===== config.mk =====
export PLATFORM = sky130hd
export DESIGN_NAME = movavg_ctrl
export DESIGN_NICKNAME = d
export VERILOG_FILES = /design/src/rtl/movavg_pkg.sv /design/src/rtl/movavg_obuf.sv /design/src/rtl/movavg_ctrl.sv
export SDC_FILE = /design/constraint.sdc
export NUM_CORES = 1
export LEC_CHECK = 0
export ABC_CLOCK_PERIOD_IN_PS = 19600
export CORE_AREA = 3 3 154 156
export CTS_CLUSTER_DIAMETER = 60
export CTS_CLUSTER_SIZE = 14
export DETAILED_ROUTE_END_ITERATION = 8
export DIE_AREA = 0 0 157 159
export GPL_ROUTABILITY_DRIVEN = 1
export GPL_TIMING_DRIVEN = 0
export MAX_ROUTING_LAYER = met4
export PLACE_DENSITY_LB_ADDON = 0.15
export SLEW_MARGIN = 20
export SYNTH_ARGS = -nofsm -noshare
export SYNTH_HDL_FRONTEND = slang
export SYNTH_SLANG_ARGS = --single-unit

===== constraint.sdc =====
create_clock -name clk -period 19.6 [get_ports clk]
set_clock_uncertainty 0.2 [all_clocks]
set_input_delay 1.96 -clock clk [delete_from_list [all_inputs] [get_ports clk]]
set_output_delay 1.96 -clock clk [all_outputs]
set_load 0.05 [all_outputs]

===== src/rtl/movavg_pkg.sv =====
// movavg_pkg: shared constants and types for the movavg sequencer.
//   MOVAVG_TAPS  window length of the downstream datapath
//   MOVAVG_W     default sample/sum width
//   sample_t     default-width sample
//   pair_state_t pairing FSM states
//   obuf_state_t output buffer phases
package movavg_pkg;

    localparam int unsigned MOVAVG_TAPS = 4;
    localparam int unsigned MOVAVG_W    = 64;

    typedef logic [MOVAVG_W-1:0] sample_t;

    typedef enum logic [1:0] {
        Idle,
        Half,
        Flush0,
        Flush1
    } pair_state_t;

    typedef enum logic [1:0] {
        Empty,
        BPend,
        APend
    } obuf_state_t;

endpackage


===== src/rtl/movavg_obuf.sv =====
// movavg_obuf: two-entry buffer that captures a (sumB, sumA) pair in one cycle and
// presents it as two beats (sumB first) on a valid/ready stream.
// Optional build macro MOVAVG_CTRL_DIV_EN: present sum >> log2(MOVAVG_TAPS) instead of
// the raw wrapped sum. Timing is the same in both builds.
// Ports:
//   clk_i, rst_i      clock, asynchronous active-high reset
//   load_i            capture sum_a_i/sum_b_i (only when empty or A is draining)
//   sum_a_i, sum_b_i  window sums from the datapath
//   out_ready_i       downstream ready
//   out_data_o        current beat (0 while empty)
//   out_valid_o       a beat is pending
//   empty_o, a_pend_o phase flags used by the issuer
module movavg_obuf
    import movavg_pkg::*;
#(
    parameter int unsigned W = MOVAVG_W
) (
    input  logic         clk_i,
    input  logic         rst_i,
    input  logic         load_i,
    input  logic [W-1:0] sum_a_i,
    input  logic [W-1:0] sum_b_i,
    input  logic         out_ready_i,
    output logic [W-1:0] out_data_o,
    output logic         out_valid_o,
    output logic         empty_o,
    output logic         a_pend_o
);

    obuf_state_t  state_q, state_d;
    logic [W-1:0] sum_a_q, sum_a_d;
    logic [W-1:0] sum_b_q, sum_b_d;
    logic [W-1:0] raw;

    always_ff @(posedge clk_i or posedge rst_i) begin
        if (rst_i) begin
            state_q <= Empty;
            sum_a_q <= '0;
            sum_b_q <= '0;
        end else begin
            state_q <= state_d;
            sum_a_q <= sum_a_d;
            sum_b_q <= sum_b_d;
        end
    end

    always_comb begin
        state_d = state_q;
        sum_a_d = sum_a_q;
        sum_b_d = sum_b_q;
        unique case (state_q)
            Empty: if (load_i) state_d = BPend;
            BPend: if (out_ready_i) state_d = APend;
            // A new pair may land on the same edge the A beat leaves.
            APend: if (out_ready_i) state_d = load_i ? BPend : Empty;
            default: state_d = Empty;
        endcase
        if (load_i) begin
            sum_a_d = sum_a_i;
            sum_b_d = sum_b_i;
        end
    end

    always_comb begin
        raw = '0;
        if (state_q == BPend) raw = sum_b_q;
        if (state_q == APend) raw = sum_a_q;
    end

`ifdef MOVAVG_CTRL_DIV_EN
    assign out_data_o = raw >> $clog2(MOVAVG_TAPS);
`else
    assign out_data_o = raw;
`endif

    assign out_valid_o = (state_q != Empty);
    assign empty_o     = (state_q == Empty);
    assign a_pend_o    = (state_q == APend);

endmodule


===== src/rtl/movavg_ctrl.sv =====
// movavg_ctrl: sequencer in front of a 2-lane, 4-tap moving-sum datapath.
// Pairs a serial sample stream into lanes (dinB = older, dinA = newer), enables the
// datapath one pair at a time, drops warm-up results, re-serialises the two sums and
// implements flush by injecting two zero pairs.
// Optional build macro MOVAVG_CTRL_DIV_EN (handled in movavg_obuf): output the
// 4-sample average instead of the raw sum.
// Ports:
//   clk, reset                     clock, asynchronous active-high reset
//   in_data/in_valid/in_ready      input sample stream
//   flush, flush_busy              restart request, zero-pair injection in progress
//   out_data/out_valid/out_ready   output sum stream (sumB then sumA per pair)
//   dp_en, dp_dinA, dp_dinB        datapath advance strobe and lanes
//   dp_doutA, dp_doutB             combinational datapath sums
module movavg_ctrl
    import movavg_pkg::*;
#(
    parameter int unsigned W            = MOVAVG_W,
    parameter int unsigned WARMUP_PAIRS = 2
) (
    input  logic         clk,
    input  logic         reset,
    input  logic [W-1:0] in_data,
    input  logic         in_valid,
    output logic         in_ready,
    input  logic         flush,
    output logic         flush_busy,
    output logic [W-1:0] out_data,
    output logic         out_valid,
    input  logic         out_ready,
    output logic         dp_en,
    output logic [W-1:0] dp_dinA,
    output logic [W-1:0] dp_dinB,
    input  logic [W-1:0] dp_doutA,
    input  logic [W-1:0] dp_doutB
);

    // Wide enough to hold WARMUP_PAIRS, and at least one bit when it is 0.
    localparam int unsigned     CntW    = $clog2(WARMUP_PAIRS + 2);
    localparam logic [CntW-1:0] WarmMax = CntW'(WARMUP_PAIRS);

    pair_state_t     state_q, state_d;
    logic [W-1:0]    hold_q, hold_d;
    logic [CntW-1:0] warm_q, warm_d;

    logic warm_done;
    logic can_issue;
    logic obuf_load;
    logic obuf_empty;
    logic obuf_a_pend;

    assign warm_done = (warm_q >= WarmMax);
    // Warm-up results are discarded, so they never need buffer space.
    assign can_issue = ~warm_done | obuf_empty | (obuf_a_pend & out_ready);

    always_ff @(posedge clk or posedge reset) begin
        if (reset) begin
            state_q <= Idle;
            hold_q  <= '0;
            warm_q  <= '0;
        end else begin
            state_q <= state_d;
            hold_q  <= hold_d;
            warm_q  <= warm_d;
        end
    end

    always_comb begin
        state_d    = state_q;
        hold_d     = hold_q;
        warm_d     = warm_q;
        in_ready   = 1'b0;
        flush_busy = 1'b0;
        dp_en      = 1'b0;
        dp_dinA    = '0;
        dp_dinB    = '0;
        obuf_load  = 1'b0;
        unique case (state_q)
            Idle: begin
                if (flush) begin
                    state_d = Flush0;
                    warm_d  = '0;
                end else begin
                    // Keep in_ready low while reset is held.
                    in_ready = ~reset;
                    if (in_valid) begin
                        hold_d  = in_data;
                        state_d = Half;
                    end
                end
            end
            Half: begin
                if (flush) begin
                    // Held half-pair is discarded.
                    state_d = Flush0;
                    warm_d  = '0;
                    hold_d  = '0;
                end else begin
                    in_ready = can_issue;
                    if (in_valid && can_issue) begin
                        dp_en   = 1'b1;
                        dp_dinB = hold_q;
                        dp_dinA = in_data;
                        state_d = Idle;
                        if (warm_done) begin
                            obuf_load = 1'b1;
                        end else begin
                            warm_d = warm_q + 1'b1;
                        end
                    end
                end
            end
            Flush0: begin
                dp_en      = 1'b1;
                flush_busy = 1'b1;
                state_d    = Flush1;
            end
            Flush1: begin
                dp_en      = 1'b1;
                flush_busy = 1'b1;
                state_d    = Idle;
            end
            default: state_d = Idle;
        endcase
    end

    movavg_obuf #(
        .W(W)
    ) u_obuf (
        .clk_i      (clk),
        .rst_i      (reset),
        .load_i     (obuf_load),
        .sum_a_i    (dp_doutA),
        .sum_b_i    (dp_doutB),
        .out_ready_i(out_ready),
        .out_data_o (out_data),
        .out_valid_o(out_valid),
        .empty_o    (obuf_empty),
        .a_pend_o   (obuf_a_pend)
    );

endmodule


[Yosys cells after proc, flatten, opt, wreduce, memory -nomap -nowiden]
Cells that the tools add are included.
Storage, ports and cells
  flip-flop bits (word level): 198
  input bits: 197
  output and inout port bits: 196
  logic and storage cells: 76
Cells by class
  add/subtract/negate cells: 1
  magnitude comparators: 1
  equality and inequality tests: 15
  mux-type cells: 38
  bitwise gates (word level): 5
  reductions and logical operators: 10
Operators with widths (number)
  2-to-1 mux 64 bit: 11
  one-hot mux 64 bit (2 select lines): 1
  2-to-1 mux 2 bit: 11
  inequality test 2 bit (second input constant): 6
  2-to-1 mux 1 bit: 10
  inequality test 3 bit (second input constant): 3
  one-hot mux 2 bit (4 select lines): 1
  AND reduction 4 bit: 2
  == test 2 bit (second input constant): 3
  one-hot mux 2 bit (3 select lines): 1
  == test 2 x 1 -> 1 bit (second input constant): 2
  zero test 2 bit: 2
  one-hot mux 1 bit (2 select lines): 2
  one-hot mux 2 bit (2 select lines): 1
  nonzero test 2 bit: 2
  AND reduction 3 bit: 1
  adder 2 x 1 -> 2 bit (second input constant): 1
  >= comparator 2 bit (second input constant): 1
  inequality test 2 x 1 -> 1 bit (second input constant): 1
  NOT 1 bit: 2
  bitwise OR 1 bit: 2
  AND reduction 2 bit: 1
  OR reduction 2 bit: 1
  AND 1 bit: 1
  logical AND 1 bit: 1

[Longest topological paths before layout]
  word-level depth: 11
  depth in mapped cells: 7
  depth with buffers taken out: 5

[Cells and area by module]
From an unflattened synthesis, not the netlist that was laid out.
Second synthesis, totals
  cell total of the unflattened synthesis: 680
  area, all modules: 9057.4 µm²
Modules (own cells, without submodules)
  movavg_obuf: times used 1, cells each 360, area each 5526.6 µm², sequential area each 3253.1 µm²
  movavg_ctrl: times used 1, cells each 320, area each 3530.9 µm², sequential area each 1701.6 µm²

[Worst setup path before layout]
No wires, ideal clock.
  path kind: input to output
  start: in reset
  end: out in_ready
  data arrival time: 8620 ps
  slack: 8820 ps
  stages on the path: 3
  path buffers: 0
  cell sequence: inv_1 nor2_1 a2111oi_0
On the way
  cells in the longest elaborated chain, start to end: 3
Ends and longest elaborated chain
  start, declared: RTL line movavg_ctrl.sv:21  | input logic reset,
  NOT 1 bit: RTL line movavg_ctrl.sv:84  | in_ready = ~reset;
  2-to-1 mux 1 bit: RTL line movavg_ctrl.sv:79  | if (flush) begin
  one-hot mux 1 bit (2 select lines): RTL line movavg_ctrl.sv:77  | unique case (state_q)
  end, declared: RTL line movavg_ctrl.sv:24  | output logic in_ready,
No other way between the ends.

[Final worst setup path]
  start: in out_ready
  end: out dp_dinB[10]
On the way
  cells in the longest elaborated chain, start to end: 6
Ends and longest elaborated chain
  start, declared: RTL line movavg_ctrl.sv:29  | input logic out_ready,
  AND 1 bit: RTL line movavg_ctrl.sv:53  | assign can_issue = ~warm_done | obuf_empty | (obuf_a_pend & out_ready);
  bitwise OR 1 bit: RTL line movavg_ctrl.sv:53
  logical AND 1 bit: RTL line movavg_ctrl.sv:99  | if (in_valid && can_issue) begin
  2-to-1 mux 64 bit: RTL line movavg_ctrl.sv:99
  2-to-1 mux 64 bit: RTL line movavg_ctrl.sv:92  | if (flush) begin
  2-to-1 mux 64 bit: RTL line movavg_ctrl.sv:77
  end, declared: RTL line movavg_ctrl.sv:32  | output logic [W-1:0] dp_dinB,
No other way between the ends.

==> summary.md <==
| Metric | Value |
|---|---|
| Worst Tran Pin Value | `0.904 ns` |
| PD cells | `96.9 mW/mm^2` |
| R2r setup slk | `17.35 ns` |
| First drt pass iteration count | `4` |
| Residual DRC count | `0` |
| PostCTS Resize Cnt | `0` |
| Final GP Congestion | `between 0.8 and 0.9` |
| Run status | `finished clean` |
| Synthesized instance count | `slightly above 800` |
| Io pins | `393` |
| Layout Cells excl Fill | `1,535` |
| Die Y-Extent | `~160 um` |
| TritonCTS clock tree | `built` |
| Critical Path AT | `4.98 ns` |
| Placeable core region | `about 0.023 mm^2` |
| #FFs+latches synth | `198` |
| Initial antenna violation count | `3` |
| Seq/Total Area, Yosys | `49.3%` |
| Global-route usage over all layers | `24.8%` |
| P&R area growth vs syn | `49.3%` |
| CTS clk-pin slew, worst paths | `~0.070 ns` |
| Clock Path Buffers | `2` |
| Setup bufs post-CTS | `0` |
| Num CTS Buffers | `17` |
| Final wirelength | `just over 30 mm` |
| CP Class | `in2out` |
| Share of post-route cells with drive strength above 1 | `14.1%` |
| Reg-to-Reg End | `state_q[0]$_DFFE_PP0P_` |
| Critical Path Start | `out_ready` |
| Syn Area/Cell | `12.3 um^2` |
| Unique cell type count in the Yosys netlist | `31` |
| Wire per inst | `19.8 um` |
| Most common cell after layout, fill and taps aside | `clkdlybuf4s50_1` |
| Max Clk Rate | `around 140 MHz` |
| Cells on worst reg2reg path | `6` |
| Worst setup SP type | `input pin` |
| Root buf cell | `clkbuf_16` |
| IR drop worst, VDD | `0.0581 mV` |
| # port buffers | `392` |
| Worst setup path endpoint | `dp_dinB[10]` |
| Post-Syn Nets | `about 1,000` |
| Pwr Total | `1.46 mW` |
| Post-route minimum period | `just over 7 ns` |
| Crit path max fanout | `10` |
| Critical Path Sink Type | `primary output` |
| Final hold vios | `0` |
| Most frequent cells in the layout | `clkdlybuf4s50_1, dfrtp_1, mux2_4` |
| Routed Antenna Nets | `0` |
| Largest net degree at the start of global routing | `96` |
| Clk_lat worst skew | `around 0.42 ns` |
| Slew HR | `39.5%` |
| P_leak | `6.59 nW` |
| Vias | `7,775` |
| Cell row count | `55` |
| WHS | `0.291 ns` |
| Unrepaired setup endpoints after global routing | `no` |
| Hold Crit Class | `reg2reg` |
| CTS Sinks | `198` |
| Final-stage net count | `around 1,400` |
| Vias in the first global route | `8,310` |
| Final setup viols | `0` |
| H-tree depth | `4` |
| First-pass GRT wire length | `47.3 mm` |
| Die Width | `about 160 um` |
| Routed vias/inst | `5.07` |
| Max_cap viols | `0` |
| Initial Utilization | `44.7%` |
| Area of the die | `0.0250 mm^2` |
| CP required | `approximately 17 ns` |
| Final setup margin | `12.46 ns` |
| Total Negative Setup Slacks | `0 ns` |
| Slew Limit Fails | `0` |
| Yosys warns | `0` |
| Place WS | `12.41 ns` |
| Dpl cells | `1,500` |
| Reg2reg start | `warm_q[0]$_DFFE_PP0P_` |
| Hold buffer count at cts | `0` |
| Starting DRT DRC Count | `368` |
| Post-detail-place hpwl | `about 23 mm` |
| Final Cycle Share | `a little over a third` |
| Mapped cell area | `0.0101 mm^2` |
| GRT Residual Overflow | `0` |
[Yosys cell counts]
library cell	n	share of area [%]
a21oi_1	2	0.10
mux2_1	20	2.2
clkbuf_1	43	1.6
and3_1	1	0.062
or3b_1	1	0.087
buf_12	11	2.2
buf_4	1	0.075
nand4bb_4	1	0.27
ha_1	1	0.12
o21ai_0	6	0.30
buf_6	11	1.2
buf_2	7	0.35
mux2i_1	64	6.4
or2_2	1	0.062
o41ai_1	1	0.087
nor2_1	4	0.15
nor3_1	65	3.2
nor2b_1	1	0.062
nor4b_4	1	0.24
mux2_4	100	15
dfrtp_1	198	49
inv_1	68	2.5
nor4bb_1	1	0.10
nand2b_1	3	0.19
nand3b_1	1	0.075
nand2_1	69	2.6
nor3b_1	64	4.8
mux2_2	8	0.90
a22o_1	65	5.7
o211a_1	1	0.10
a2111oi_0	1	0.087
[cell families after synthesis]
family	count (synthesis)	share of synthesized area, %
adder cells (fa/ha/maj)	1	0.124
AO/OA/AOI/OAI	76	6.33
buffers and inverters	141	7.98
flip-flops	198	49.3
AND/OR/NAND/NOR	213	11.9
multiplexers	192	24.4
[layout make-up]
type                            instances  area [um^2]
Fill cell                            1735         7480
Sequential cell                       198         4950
Multi-Input combinational cell        482         4300
Timing Repair Buffer                  394         3980
Buffer                                 73          548
Clock buffer                           18          439
Tap cell                              285          357
Inverter                               68          263
Clock inverter                         14          174
Antenna cell                            3         7.51
[sequential cells by signal, summed over array words and instances (netlist names)]
register,flops
u_obuf.sum_b_q,64
u_obuf.state_q,2
u_obuf.sum_a_q,64
warm_q,2
state_q,2
hold_q,64
[metal layers]
metal	vias to the layer above	GRT usage, %	part of all wire [%]
met5	-	-	0
met4	0	6.41	1.9
met3	35	7.34	7.8
met2	297	39.8	49
met1	3778	30.8	41
li1	3665	-	-
[through the flow]
step	utilization, %	area [um^2]
after floorplan	-	10100
after global placement	63.7	14300
after detailed placement	64.0	14400
after CTS	66.7	15000
after global routing	66.8	15000
final	66.8	15000
[how the worst min path moves through the flow]
stage / from / to / depth (start not counted)
floorplan: u_obuf.sum_b_q[20]$_DFFE_PP0P_ / u_obuf.sum_b_q[20]$_DFFE_PP0P_ / 1
global placement: u_obuf.sum_b_q[25]$_DFFE_PP0P_ / u_obuf.sum_b_q[25]$_DFFE_PP0P_ / 1
detailed placement: u_obuf.sum_b_q[36]$_DFFE_PP0P_ / u_obuf.sum_b_q[36]$_DFFE_PP0P_ / 1
CTS: u_obuf.sum_b_q[36]$_DFFE_PP0P_ / u_obuf.sum_b_q[36]$_DFFE_PP0P_ / 1
global route: u_obuf.sum_b_q[38]$_DFFE_PP0P_ / u_obuf.sum_b_q[38]$_DFFE_PP0P_ / 1
finish: u_obuf.sum_b_q[22]$_DFFE_PP0P_ / u_obuf.sum_b_q[22]$_DFFE_PP0P_ / 1
[power by group]
group	total, mW	internal (mW)	leakage [nW]	switching [mW]
Clock	0.365	0.188	0.301	0.177
Combinational	0.547	0.225	3.67	0.323
Sequential	0.543	0.506	2.61	0.0368
Total	1.46	0.919	6.59	0.537
[critical path, stage by stage]
cell and delay, ns:
clkdlybuf4s50_1 0.44, nand2b_1 0.20, a21oi_1 0.56, clkbuf_1 0.47, clkbuf_1 0.44, nor3_1 0.16, clkdlybuf4s50_1 0.74
Power figures use the tool's default switching activity.
